### src/rtl/proc_ctrl_multi.sv
// Match-action sequencer: parser, then up to NUM_STAGES matcher/executor rounds per packet, then output push.
// Registered outputs, waits on out_full_i in OUT_WAIT; define PROC_WATCHDOG_EN for the sub-block watchdog.
module proc_ctrl_multi #(
   parameter int NUM_STAGES = 4,
   parameter int ADDR_W     = 32,
   parameter int CNT_W      = 32,
   parameter int TIMEOUT    = 1024,
   localparam int SW        = (NUM_STAGES > 1) ? $clog2(NUM_STAGES) : 1
) (
   input  logic              clk,
   input  logic              rst,
   input  logic              in_empty_i,
   output logic              in_rd_o,
   input  logic              out_full_i,
   output logic              out_wr_o,
   output logic              ps_start_o,
   input  logic              ps_ready_i,
   output logic              mt_start_o,
   output logic [SW-1:0]     mt_stage_o,
   input  logic              mt_ready_i,
   input  logic              mt_is_match_i,
   output logic              ex_start_o,
   output logic [ADDR_W-1:0] ex_op_start_cnt_o,
   input  logic              ex_ready_i,
   input  logic              ex_drop_i,
   input  logic              cfg_we_i,
   input  logic [SW-1:0]     cfg_stage_i,
   input  logic [ADDR_W-1:0] cfg_hit_addr_i,
   input  logic [ADDR_W-1:0] cfg_miss_addr_i,
   input  logic              cfg_len_we_i,
   input  logic [SW:0]       cfg_num_stages_i,
   output logic              cfg_busy_o,
   output logic [CNT_W-1:0]  pkt_cnt_o,
   output logic [CNT_W-1:0]  drop_cnt_o,
   output logic [CNT_W-1:0]  hit_cnt_o,
   output logic [CNT_W-1:0]  timeout_cnt_o,
   output logic              err_o
);
   typedef enum logic [2:0] {FREE, PARSE, MATCH, EXEC, OUT_WAIT, LATCH} state_t;

   localparam logic [SW:0] ONE        = (SW+1)'(1);
   localparam logic [SW:0] MAX_STAGES = (SW+1)'(NUM_STAGES);

   state_t            state, state_nxt;
   logic [SW-1:0]     stage, stage_nxt;
   logic [SW:0]       num_stages;
   logic [ADDR_W-1:0] hit_addr  [NUM_STAGES];
   logic [ADDR_W-1:0] miss_addr [NUM_STAGES];

   logic ps_acc, mt_acc, ex_acc, wd_exp, cfg_any, more_stages;
   logic ps_start_nxt, mt_start_nxt, ex_start_nxt, rd_nxt, wr_nxt;
   logic hit_inc, drop_inc;

   // A ready arriving together with its own start pulse belongs to the previous request.
   assign ps_acc      = (state == PARSE) && ps_ready_i && !ps_start_o;
   assign mt_acc      = (state == MATCH) && mt_ready_i && !mt_start_o;
   assign ex_acc      = (state == EXEC)  && ex_ready_i && !ex_start_o;
   assign cfg_any     = cfg_we_i | cfg_len_we_i;
   assign more_stages = ({1'b0, stage} + ONE) < num_stages;

`ifdef PROC_WATCHDOG_EN
   localparam int              WD_W    = (TIMEOUT > 2) ? $clog2(TIMEOUT) : 1;
   localparam logic [WD_W-1:0] WD_LAST = WD_W'(TIMEOUT - 1);

   logic [WD_W-1:0]  wd_cnt;
   logic [CNT_W-1:0] timeout_cnt;
   logic             err_q;

   assign wd_exp = (wd_cnt == WD_LAST) &&
                   (((state == PARSE) && !ps_acc) ||
                    ((state == MATCH) && !mt_acc) ||
                    ((state == EXEC)  && !ex_acc));

   always_ff @(posedge clk) begin
      if (rst) begin
         wd_cnt      <= '0;
         timeout_cnt <= '0;
         err_q       <= 1'b0;
      end else begin
         err_q <= wd_exp;
         if (wd_exp) timeout_cnt <= timeout_cnt + CNT_W'(1);
         if (ps_start_nxt || mt_start_nxt || ex_start_nxt) wd_cnt <= '0;
         else if (wd_cnt != WD_LAST)                       wd_cnt <= wd_cnt + WD_W'(1);
      end
   end

   assign timeout_cnt_o = timeout_cnt;
   assign err_o         = err_q;
`else
   assign wd_exp        = 1'b0;
   assign timeout_cnt_o = '0;
   assign err_o         = 1'b0;
`endif

   always_ff @(posedge clk) begin
      if (rst) begin
         state <= FREE;
         stage <= '0;
      end else begin
         state <= state_nxt;
         stage <= stage_nxt;
      end
   end

   always_comb begin
      state_nxt = state;
      case (state)
         FREE:     if (!cfg_any && !in_empty_i) state_nxt = PARSE;
         PARSE:    if (wd_exp) state_nxt = LATCH; else if (ps_acc) state_nxt = MATCH;
         MATCH:    if (wd_exp) state_nxt = LATCH; else if (mt_acc) state_nxt = EXEC;
         EXEC: begin
            if (wd_exp)                        state_nxt = LATCH;
            else if (ex_acc && ex_drop_i)      state_nxt = LATCH;
            else if (ex_acc && more_stages)    state_nxt = MATCH;
            else if (ex_acc && !out_full_i)    state_nxt = LATCH;
            else if (ex_acc)                   state_nxt = OUT_WAIT;
         end
         OUT_WAIT: if (!out_full_i) state_nxt = LATCH;
         LATCH:    state_nxt = FREE;
         default:  state_nxt = FREE;
      endcase
   end

   // The last stage pushes straight from EXEC when the output FIFO has room.
   always_comb begin
      ps_start_nxt = 1'b0;
      mt_start_nxt = 1'b0;
      ex_start_nxt = 1'b0;
      rd_nxt       = 1'b0;
      wr_nxt       = 1'b0;
      hit_inc      = 1'b0;
      drop_inc     = 1'b0;
      stage_nxt    = stage;
      case (state)
         FREE: if (!cfg_any && !in_empty_i) begin
            ps_start_nxt = 1'b1;
            stage_nxt    = '0;
         end
         PARSE: if (ps_acc) mt_start_nxt = 1'b1;
         MATCH: if (mt_acc) begin
            ex_start_nxt = 1'b1;
            hit_inc      = mt_is_match_i;
         end
         EXEC: if (ex_acc) begin
            if (ex_drop_i) begin
               rd_nxt   = 1'b1;
               drop_inc = 1'b1;
            end else if (more_stages) begin
               stage_nxt    = stage + SW'(1);
               mt_start_nxt = 1'b1;
            end else if (!out_full_i) begin
               rd_nxt = 1'b1;
               wr_nxt = 1'b1;
            end
         end
         OUT_WAIT: if (!out_full_i) begin
            rd_nxt = 1'b1;
            wr_nxt = 1'b1;
         end
         default: ;
      endcase
      if (wd_exp) begin
         rd_nxt   = 1'b1;
         drop_inc = 1'b1;
      end
   end

   always_ff @(posedge clk) begin
      if (rst) begin
         ps_start_o        <= 1'b0;
         mt_start_o        <= 1'b0;
         ex_start_o        <= 1'b0;
         in_rd_o           <= 1'b0;
         out_wr_o          <= 1'b0;
         cfg_busy_o        <= 1'b0;
         mt_stage_o        <= '0;
         ex_op_start_cnt_o <= '0;
         pkt_cnt_o         <= '0;
         drop_cnt_o        <= '0;
         hit_cnt_o         <= '0;
      end else begin
         ps_start_o <= ps_start_nxt;
         mt_start_o <= mt_start_nxt;
         ex_start_o <= ex_start_nxt;
         in_rd_o    <= rd_nxt;
         out_wr_o   <= wr_nxt;
         cfg_busy_o <= (state_nxt != FREE);
         if (mt_start_nxt) mt_stage_o <= stage_nxt;
         if (ex_start_nxt) ex_op_start_cnt_o <= mt_is_match_i ? hit_addr[stage] : miss_addr[stage];
         if (wr_nxt)   pkt_cnt_o  <= pkt_cnt_o + CNT_W'(1);
         if (drop_inc) drop_cnt_o <= drop_cnt_o + CNT_W'(1);
         if (hit_inc)  hit_cnt_o  <= hit_cnt_o + CNT_W'(1);
      end
   end

   always_ff @(posedge clk) begin
      if (rst) begin
         num_stages <= ONE;
         for (int i = 0; i < NUM_STAGES; i++) begin
            hit_addr[i]  <= '0;
            miss_addr[i] <= '0;
         end
      end else if (state == FREE) begin
         if (cfg_we_i && (int'(cfg_stage_i) < NUM_STAGES)) begin
            hit_addr[cfg_stage_i]  <= cfg_hit_addr_i;
            miss_addr[cfg_stage_i] <= cfg_miss_addr_i;
         end
         if (cfg_len_we_i && (cfg_num_stages_i != '0))
            num_stages <= (cfg_num_stages_i > MAX_STAGES) ? MAX_STAGES : cfg_num_stages_i;
      end
   end
endmodule

### config.mk
export PLATFORM = sky130hd
export DESIGN_NAME = proc_ctrl_multi
export DESIGN_NICKNAME = d
export VERILOG_FILES = /design/src/rtl/proc_ctrl_multi.sv
export SDC_FILE = /design/constraint.sdc
export NUM_CORES = 1
export LEC_CHECK = 0
export ABC_AREA = 1
export CORE_MARGIN = 1.5
export CORE_UTILIZATION = 30
export DETAILED_ROUTE_END_ITERATION = 12
export SLEW_MARGIN = 40
export SYNTH_ARGS = -nofsm -noshare
export SYNTH_HDL_FRONTEND = slang
export SYNTH_SLANG_ARGS = --single-unit
### constraint.sdc
create_clock -name clk -period 6.09 [get_ports clk]
set_input_delay 1.218 -clock clk [delete_from_list [all_inputs] [get_ports clk]]
set_output_delay 1.218 -clock clk [all_outputs]
set_load 0.03 [all_outputs]
==> results by group <==
Run status
  – Outcome: finished clean

Clock tree
  – Clock Latency Late Sink: slightly below 600 ps
  – Clk root buf: clkbuf_16
  – Post-CTS setup buffer count: 0
  – CTS H-tree depth: 2
  – CTS tree: yes
  – CTS Buf Count: between 40 and 50
  – Max clock buf depth: 3
  – Clock transition at path regs: ~60 ps
  – Clk sink count: 400
  – Cts repair resizes: 0
  – Hold-fix buffers, CTS: 0

Setup path
  – CP Launch Type: register
  – Reg-to-reg slack, setup: between 2000 and 2500 ps
  – CP bufs+invs: 2
  – Max incr delay on CP: approximately 820 ps
  – WS Path Type: reg2reg
  – Crit path cell chain: ha_1 > ha_1 > nand3_1 > nand2_1 > nand2_1 > o21ai_2 > buf_4 > clkinv_1 > o21ai_0 > nor2_1
  – CP Data Required Time: between 6000 and 7000 ps
  – Worst path slowest cell: dfxtp_4
  – Worst EP arrival: around 4000 ps
  – Maximum fanout along the worst path: just over 60
  – Cell class contributing the biggest share of worst-path delay: buffers and inverters
  – CP Capture Type: register

GRT
  – First-pass GRT wire length: about 86,000 um
  – Met1 Use GR: roughly 23%
  – Largest net degree at the start of global routing: 80
  – Grt total ovfl: 0
  – Met3 Usage GRT: between 2 and 3%
  – GR Util met2: 27.07%
  – Initial antenna violation count: 0
  – Vias in the first global route: ~15,000
  – Busiest grt layer: met2
  – Total global-route track usage: ~16%

Timing
  – Final Hold Fails: 0
  – Worst slew margin: about 45%
  – Hold Slack: slightly above 500 ps
  – FMAX: ~270 MHz
  – Layout Skew: approximately 17 ps
  – RSZ-0062 raised after global routing: no
  – Final period util: between 50% and 60%
  – Post-layout min period: around 3600 ps
  – Slew Viols, Final: 0
  – Worst-Margin Slew: a little over 800 ps
  – Final setup TNS: 0 ps
  – Final setup viols: 0

Finish
  – Layout cell share with drive strength beyond 1: under 10%
  – Post-layout net count: ~2,600
  – Finished Layout Cells: 3,429
  – Most frequent cells in the layout: nor2_1 (649), nand2_1 (471), edfxtp_1 (256)
  – Most common cell after layout, fill and taps aside: nor2_1
  – # diodes: 0
  – Fin util: 37.19%
  – Area grow syn2layout: 22.29%

Route
  – Drt wl/cell: between 15 and 20 um
  – Post-DRT Antenna Nets: 0
  – 1st-iter DRT viols: roughly 1,100
  – DRC errors left: 0
  – Vias: roughly 16,000
  – DRT Pass-1 Iters: 5
  – Via/cell ratio: approximately 4.7
  – Routed WL: ~55,000 um

Floorplan
  – # rows: 92
  – Initial Util: 30.42%
  – Die Ht: 256.4 um
  – Die ar.: roughly 0.066 mm2
  – Core Box Area: between 0.06 and 0.07 mm2
  – Die Wd: ~260 um
  – Ports: around 250

Power and ir drop
  – Pleak: roughly 8.7 nW
  – VDD IR max: roughly 0.00019 V
  – Sw power: 1.498 mW
  – Sw Ratio: 23.59%
  – Clock share of power: between 40 and 50%
  – Flop pwr share: between 40% and 50%
  – Logic pwr share: under 10%
  – Int Power: ~4.9 mW
  – Total power per unit cell area: ~270 mW/mm2

Run
  – Max-cap viol count: 0

Logic synthesis
  – Syn_area_per_cell: 8.077 um2
  – Cells after synthesis: 2,384
  – Prevailing post-synth register cell: edfxtp_1
  – Synth Cell Area: between 0.015 and 0.02 mm2
  – Synth cell types: 37
  – Register area share after synthesis: between 50 and 60%
  – Register bit count reported by yosys: 400
  – Yosys warnings: 0
  – Post-synth EDFFs: 256
  – Ys async rst share: 0%

Place
  – GP Congestion: 0.8729
  – Port Buffers: roughly 220
  – Post-DP HPWL: ~34,000 um
  – Placed cell count: approximately 3,300

Worst hold path
  – HP Class: reg2reg
## logic make-up (layout without fill, tap and decap cells)
family	after synthesis	after routing	synth area share [%]
simple gates	1226	1226	24.79
compound gates	400	400	10.96
flops	400	400	54.89
buf+inv	326	493	7.810
xor+xnor	25	25	1.137
fa+ha+maj	6	6	0.3899
other cells	1	33	0.01947
## worst min-delay path: stages (launching register included)
cell and delay [ps]:
dfxtp_1 330, nand2_1 70, a21oi_1 50
## per-layer routing
metal / up-vias / wire [um]
li1: 8019 / -
met1: 7502 / 25660
met2: 451 / 25660
met3: 58 / 2943
met4: 0 / 927
met5: - / 0
## area by class of cell
| type | count | area, um2 |
|---|---|---|
| fill | 6533 | 39760 |
| sequential | 400 | 10580 |
| multi-input combinational | 1690 | 7385 |
| timing repair buffer | 231 | 2290 |
| clock buffer | 64 | 1297 |
| tap | 846 | 1059 |
| inverter | 179 | 676.9 |
| clock inverter | 19 | 262.8 |
## power by group through the flow
stage | Combinational (mW) | Clock, mW | Sequential, mW
2_1_floorplan | 0.230 | 0 | 3.14
3_3_place_gp | 0.428 | 0 | 3.11
3_5_place_dp | 0.435 | 0 | 3.11
4_1_cts | 0.437 | 2.93 | 3.05
5_1_grt | 0.471 | 3.03 | 3.06
6_report | 0.430 | 2.87 | 3.05
## registers in the layout, summed over array words and instances (netlist names), 2 cells and up
signal and count:
stage 2, state 3, pkt_cnt_o 32, drop_cnt_o 32
num_stages 3, hit_addr 128, ex_op_start_cnt_o 32, hit_cnt_o 32
mt_stage_o 2, miss_addr 128
## path summary, 6_finish.rpt
check | start | to | cells past startpoint
hold reg to reg | drop_cnt_o[31] | drop_cnt_o[31] | 2
setup / recovery | stage[1] | pkt_cnt_o[16] | 10
hold / removal | drop_cnt_o[31] | drop_cnt_o[31] | 2
setup reg to reg | stage[1] | pkt_cnt_o[16] | 10
## Yosys cell counts (2+ instances only)
master | instances | area [um2]
a21oi_1 | 118 | 590.6
a22oi_1 | 2 | 15.01
a31oi_1 | 2 | 12.51
buf_1 | 9 | 33.78
buf_2 | 32 | 160.2
buf_4 | 38 | 285.3
buf_6 | 13 | 146.4
clkbuf_1 | 55 | 206.5
dfxtp_1 | 144 | 2883
edfxtp_1 | 256 | 7687
ha_1 | 6 | 75.07
inv_1 | 174 | 653.1
inv_2 | 5 | 18.77
nand2_1 | 478 | 1794
nand2_2 | 2 | 12.51
nand3_1 | 72 | 360.4
nand4_1 | 6 | 37.54
nor2_1 | 649 | 2436
nor2_2 | 4 | 25.02
nor2_4 | 3 | 33.78
nor3_1 | 8 | 40.04
o211ai_1 | 32 | 240.2
o21a_1 | 2 | 15.01
o21ai_0 | 197 | 986.0
o21ai_1 | 42 | 210.2
xnor2_1 | 7 | 61.31
xor2_1 | 18 | 157.7
## stage by stage
stage | instance area, um2 | total power, mW | setup WS [ps]
final | 23550 | 6.350 | 2441
after global routing | 23550 | 6.569 | 2155
after CTS | 23540 | 6.422 | 2565
after detailed placement | 21980 | 3.546 | 1977
after global placement | 21920 | 3.539 | 1992
after floorplan | 19380 | 3.370 | 1481
Note: power is estimated with default switching activity, not from simulation.
==> variant 1 (same flow settings) <==
Encoding of `state_t`: now one-hot (6 bits for 6 states).
--- a/src/rtl/proc_ctrl_multi.sv
+++ b/src/rtl/proc_ctrl_multi.sv
@@ -37,5 +37,5 @@
    output logic              err_o
 );
-   typedef enum logic [2:0] {FREE, PARSE, MATCH, EXEC, OUT_WAIT, LATCH} state_t;
+   typedef enum logic [5:0] {FREE = 6'b000001, PARSE = 6'b000010, MATCH = 6'b000100, EXEC = 6'b001000, OUT_WAIT = 6'b010000, LATCH = 6'b100000} state_t;
 
    localparam logic [SW:0] ONE        = (SW+1)'(1);
Function: same outputs for any inputs over 4 cycles, from zero or initial values and one cycle with rst high; so few cycles prove little.
==> variant 1 against the original RTL <==
- via count up 0.25%
- design area up 1.1%
- sequential power about the same
- register-to-register slack better by 0.46 ns
- power down 2.3%
- worst setup slack better by 0.39 ns
- synthesized area up 1.4%
- sequential cell count up 3
- fmax up 12%
- combinational power down 21%
- sequential share of layout area down 0.23 points
- clock skew up 0.030 ns
- wire length up 2.6%
==> variant 1: results (changes against the original RTL) <==
Run status
  – Status: finished, final reports clean

Placed design
  – IO Port Bufs: 215 (unchanged)
  – DPL Wire Length: 36,000 µm (+6.3%)
  – Setup slack after placement: 2.14 ns (+0.163 ns)
  – Dpl cells: 3,248 (-2.9%)
  – Placed Area: 0.0222 mm² (+1.0%)
  – Gpl congestion: 0.920 (+5.4%)

Global route
  – Initial antenna violation count: 0 (unchanged)
  – Vias in the first global route: 15,400 (+1.8%)
  – First-pass GRT wire length: 88,000 µm (+2.0%)
  – Largest net degree at the start of global routing: 86 (+7.5%)
  – GRT Overall Usage: 16.6% (+0.099 points)

Timing
  – Rel. slew slack: 45.5% (+0.29 points)
  – Final Skew: 0.0472 ns (+0.0299 ns)

Synth
  – Synth cell count leaders: 469 x nor2_1, 409 x nand2_1, 256 x edfxtp_1, 162 x inv_1, 147 x dfxtp_1
  – Sequential share of the synthesized area: 54.5% (-0.43 points)
  – Async SR Flop Fraction: 0% (unchanged)
  – Synth warn: 0 (unchanged)
  – Post-synthesis instance total: 2,281 (-4.3%)
  – Number of synthesized flops with an enable pin: 256 (unchanged)
  – Prevailing post-synth register cell: edfxtp_1
  – Synth cell types: 46 (+24%)
  – Top cells by area, synth: edfxtp_1 39%, dfxtp_1 15%, nor2_1 9.0%, nand2_1 7.9%, o21ai_0 3.7%

Route
  – Total Wirelength: 56,600 µm (+2.6%)
  – Drt first pass iters: 5 (unchanged)
  – Avg WL per Cell: 17.0 µm (+5.5%)
  – Vias: 16,100 (+0.25%)
  – Initial DRC count: 1,146 (+3.8%)

Worst setup path
  – R2R depth: 10 (unchanged)
  – Peak fanout along the critical path: 64 (+3.2%)
  – Arrival @ worst endpoint: 3.49 ns (-0.62 ns)

Worst hold path
  – Hold path depth: 2 (unchanged)
  – HP Class: reg -> reg

Clock tree
  – Clk Tree Root Cell: clkbuf_16
  – Number of CTS-inserted buffers: 46 (+2.2%)
  – Deepest clock path buffer count: 3 (unchanged)
  – H-tree levels: 2 (unchanged)
  – Post-CTS Setup Bufs: 0 (unchanged)
  – Clk_lat worst skew: 0.61 ns (+0.02 ns)
  – Clk slew on worst S/H paths: 0.06 ns (about the same)
  – Post-CTS sizing: 0 (unchanged)

Final layout
  – Final nets: 2,529 (-3.9%)
  – Antenna cells: 0 (unchanged)
  – Top flop regs: hit_addr (128), miss_addr (128)
  – Fillers: 6,455 (-1.2%)
  – Share of layout cells above drive strength 1: 5.16% (+0.48 points)

Power
  – Leakage: 8.43 nW (-3.1%)
  – Peak supply drop: 0.195 mV (+1.9%)

Floorplanning
  – Floorplan row count: 93 (+1.1%)
==> variant 1: cell type report <==
cell class              count  area [µm²]  share of cell area [%]
clock buffers              72        1340                    5.63
clock inverters            13         208                   0.873
inverters                 166         627                    2.63
multi-input cells        1591        7570                    31.8
flip-flops and latches    403       10600                    44.7
well taps                 855        1070                    4.49
repair buffers            235        2350                    9.89
==> variant 1: cells by family (layout without fill, tap and decap cells) <==
kind of cell	count (synthesis)	count (layout)	synth area share, %
mux	32	32	1.64
compound gates	371	371	10.2
xor+xnor	29	29	1.30
simple gates	1120	1120	24.2
fa+ha+maj	6	6	0.385
other cells	1	33	0.0192
buf+inv	319	486	7.81
flops	403	403	54.5
==> variant 1: where the power goes <==
group	total, mW	internal [mW]	leakage, nW	switching [mW]
logic	0.338	0.0963	3.84	0.242
clock network	2.83	1.65	0.747	1.17
registers	3.04	3.01	3.85	0.0259
total	6.20	4.76	8.43	1.44
==> variant 1: worst max-delay path, stage by stage <==
cell and delay, ns:
clkdlybuf4s50_1 0.65, nand3_4 0.54, nor2_2 0.44, nand2_4 0.12, nand2_8 0.46
==> variant 1: worst paths after layout <==
kind / start / end / slack, ns
min reg2reg: num_stages[0] / num_stages[0] / 0.48
min: num_stages[0] / num_stages[0] / 0.48
max: cfg_we_i / miss_addr[0][27] / 2.83
max reg2reg: stage[0] / pkt_cnt_o[27] / 2.90
==> variant 1: per-layer routing <==
layer	routed length (µm)	part of all wire (%)	global-route usage, %	vias up
li1	-	-	-	7886
met1	25400	45	22.1	7651
met2	26800	47	27.9	461
met3	3340	5.9	2.78	72
met4	1130	2.0	4.27	0
met5	0	0	0	-
==> variant 2 (config.mk and constraints unchanged) <==
Without the edit above. Build with the macro `PROC_WATCHDOG_EN` defined.
--- a/src/rtl/proc_ctrl_multi.sv
+++ b/src/rtl/proc_ctrl_multi.sv
@@ -1,4 +1,6 @@
 // Match-action sequencer: parser, then up to NUM_STAGES matcher/executor rounds per packet, then output push.
 // Registered outputs, waits on out_full_i in OUT_WAIT; define PROC_WATCHDOG_EN for the sub-block watchdog.
+`define PROC_WATCHDOG_EN
+
 module proc_ctrl_multi #(
    parameter int NUM_STAGES = 4,
Check against the original RTL: no difference found for any inputs over 4 cycles, from zero or initial values and one cycle with rst high; that may be too few to reach the edited logic, so the function may still have changed.
==> variant 2 against the original RTL <==
- register-to-register slack better by 0.88 ns
- largest power group unchanged
- sequential cell count grew 43
- design area up 13%
- highest routed layer is now met5
- core utilization rose by 0.43 points
- largest cell class unchanged
- first-iteration DRC count is 43% higher
- critical endpoint is now cfg_busy_o
- wire length is 17% higher
- global-route usage up 0.77 points
- worst setup slack better by 0.38 ns
- power rose by 6.9%
- cell count rose by 15%
- synthesized area grew 12%
- count of clock-buffer cells in the layout increased by 3
- fmax is 12% higher
==> variant 2: results (changes against the original RTL) <==
Placed design
  – IO Port Bufs: 248 (+15%)
  – Placed Area: 0.0248 mm² (+13%)
  – Dpl cells: 3,838 (+15%)
  – DPL Wire Length: 40,000 µm (+18%)
  – Gpl congestion: 0.896 (+2.6%)

Clock tree
  – Number of CTS-inserted buffers: 50 (+11%)
  – Clk Tree Root Cell: clkbuf_16

Power
  – Switching share of total power: 22.9% (-0.66 points)
  – Leakage: 10.1 nW (+16%)
  – Peak supply drop: 0.212 mV (+11%)

Route
  – Drt first pass iters: 8 (+3)
  – Vias: 18,800 (+17%)
  – Avg WL per Cell: 16.4 µm (+1.7%)
  – Initial DRC count: 1,582 (+43%)

Worst setup path
  – Worst R2R Start: stage[0]
  – Arrival @ worst endpoint: 3.74 ns (-0.37 ns)
  – Reg2Reg Capture Point: pkt_cnt_o[19]
  – Peak fanout along the critical path: 63 (+1.6%)
  – Worst reg-to-reg setup slack: 3.32 ns (+0.88 ns)
  – Crit. Startpoint: mt_ready_i
  – Critical path class: in -> reg

Synth
  – Top cells by area, synth: edfxtp_1 36%, dfxtp_1 17%, nand2_1 13%, nor2_1 11%, inv_1 3.3%
  – Sequential share of the synthesized area: 53.2% (-1.7 points)
  – Syn nets: 2,844
  – Synth cell count leaders: 770 x nand2_1, 634 x nor2_1, 256 x edfxtp_1, 188 x inv_1, 187 x dfxtp_1
  – Average size of a mapped cell: 7.80 µm² (-3.5%)

Worst hold path
  – Hold path start: num_stages[2]
  – Hold endpoint: num_stages[2]

Final layout
  – Final nets: 3,038 (+15%)
  – Fin cells: 3,932 (+15%)
  – Share of layout cells above drive strength 1: 4.65% (-0.039 points)

Timing
  – Final Skew: 0.0244 ns (+0.00710 ns)

Global route
  – Met2 GRT Util: 29.3% (+2.3 points)
  – GRT Overall Usage: 17.3% (+0.77 points)
  – Met1 Use GR: 23.2% (+0.58 points)
  – First-pass GRT wire length: 101,000 µm (+17%)
  – Vias in the first global route: 17,700 (+17%)
  – Largest net degree at the start of global routing: 99 (+24%)
  – Met3 global-route usage: 2.61% (-0.099 points)
  – Initial antenna violation count: 2 (+2)

Run status
  – Status: finished, final reports clean
## variant 2: layout make-up
type | count | area (µm²)
fill | 7291 | 44000
sequential | 443 | 11400
multi-input combinational | 1993 | 8810
timing repair buffer | 266 | 2640
clock buffer | 67 | 1440
tap | 940 | 1180
inverter | 196 | 741
clock inverter | 27 | 295
## variant 2: cells by family after synthesis
logic type | synth area share [%]
simple gates | 30.0
flops | 53.2
compound gates | 8.36
buf+inv | 6.19
xor+xnor | 1.79
fa+ha+maj | 0.466
## variant 2: worst max-delay path by stage
stage                                end  slack (ns)
after global routing          cfg_busy_o        2.63
after detailed placement      cfg_busy_o        2.22
after CTS                     cfg_busy_o        2.85
final                         cfg_busy_o        2.82
after global placement      hit_cnt_o[5]        2.05
after floorplan           hit_addr[3][0]        1.48
## variant 2: worst max-delay path, cell delays in order
cell,delay [ns]
clkdlybuf4s50_1,0.51
nand2_1,0.11
nand3_1,0.10
nand3_1,0.12
nand2_4,0.58
clkinv_2,0.64
nor2_1,0.23
nand2_1,0.08
nand2_1,0.08
nand3_1,0.07
## variant 2: metrics by stage
stage          setup slack (ns)  util, %  hold slack [ns]
3_5_place_dp               2.22     35.2            0.477
6_report                   2.82     37.6            0.483
4_1_cts                    2.85     37.6            0.486
2_1_floorplan              1.48        -            0.450
3_3_place_gp               2.05     35.1            0.473
5_1_grt                    2.63     37.6            0.519
## variant 2: per-layer routing
metal	vias to the layer above	wire, µm
met5	-	8
met4	2	1020
met3	68	4150
met2	539	30300
met1	8830	28900
li1	9328	-
## variant 2: power by group through the flow
stage	Clock (mW)	Sequential (mW)	Combinational (mW)
6_report	3.14	3.31	0.333
5_1_grt	3.34	3.32	0.368
4_1_cts	3.20	3.31	0.339
3_5_place_dp	0	3.38	0.337
3_3_place_gp	0	3.38	0.333
2_1_floorplan	0	3.38	0.171
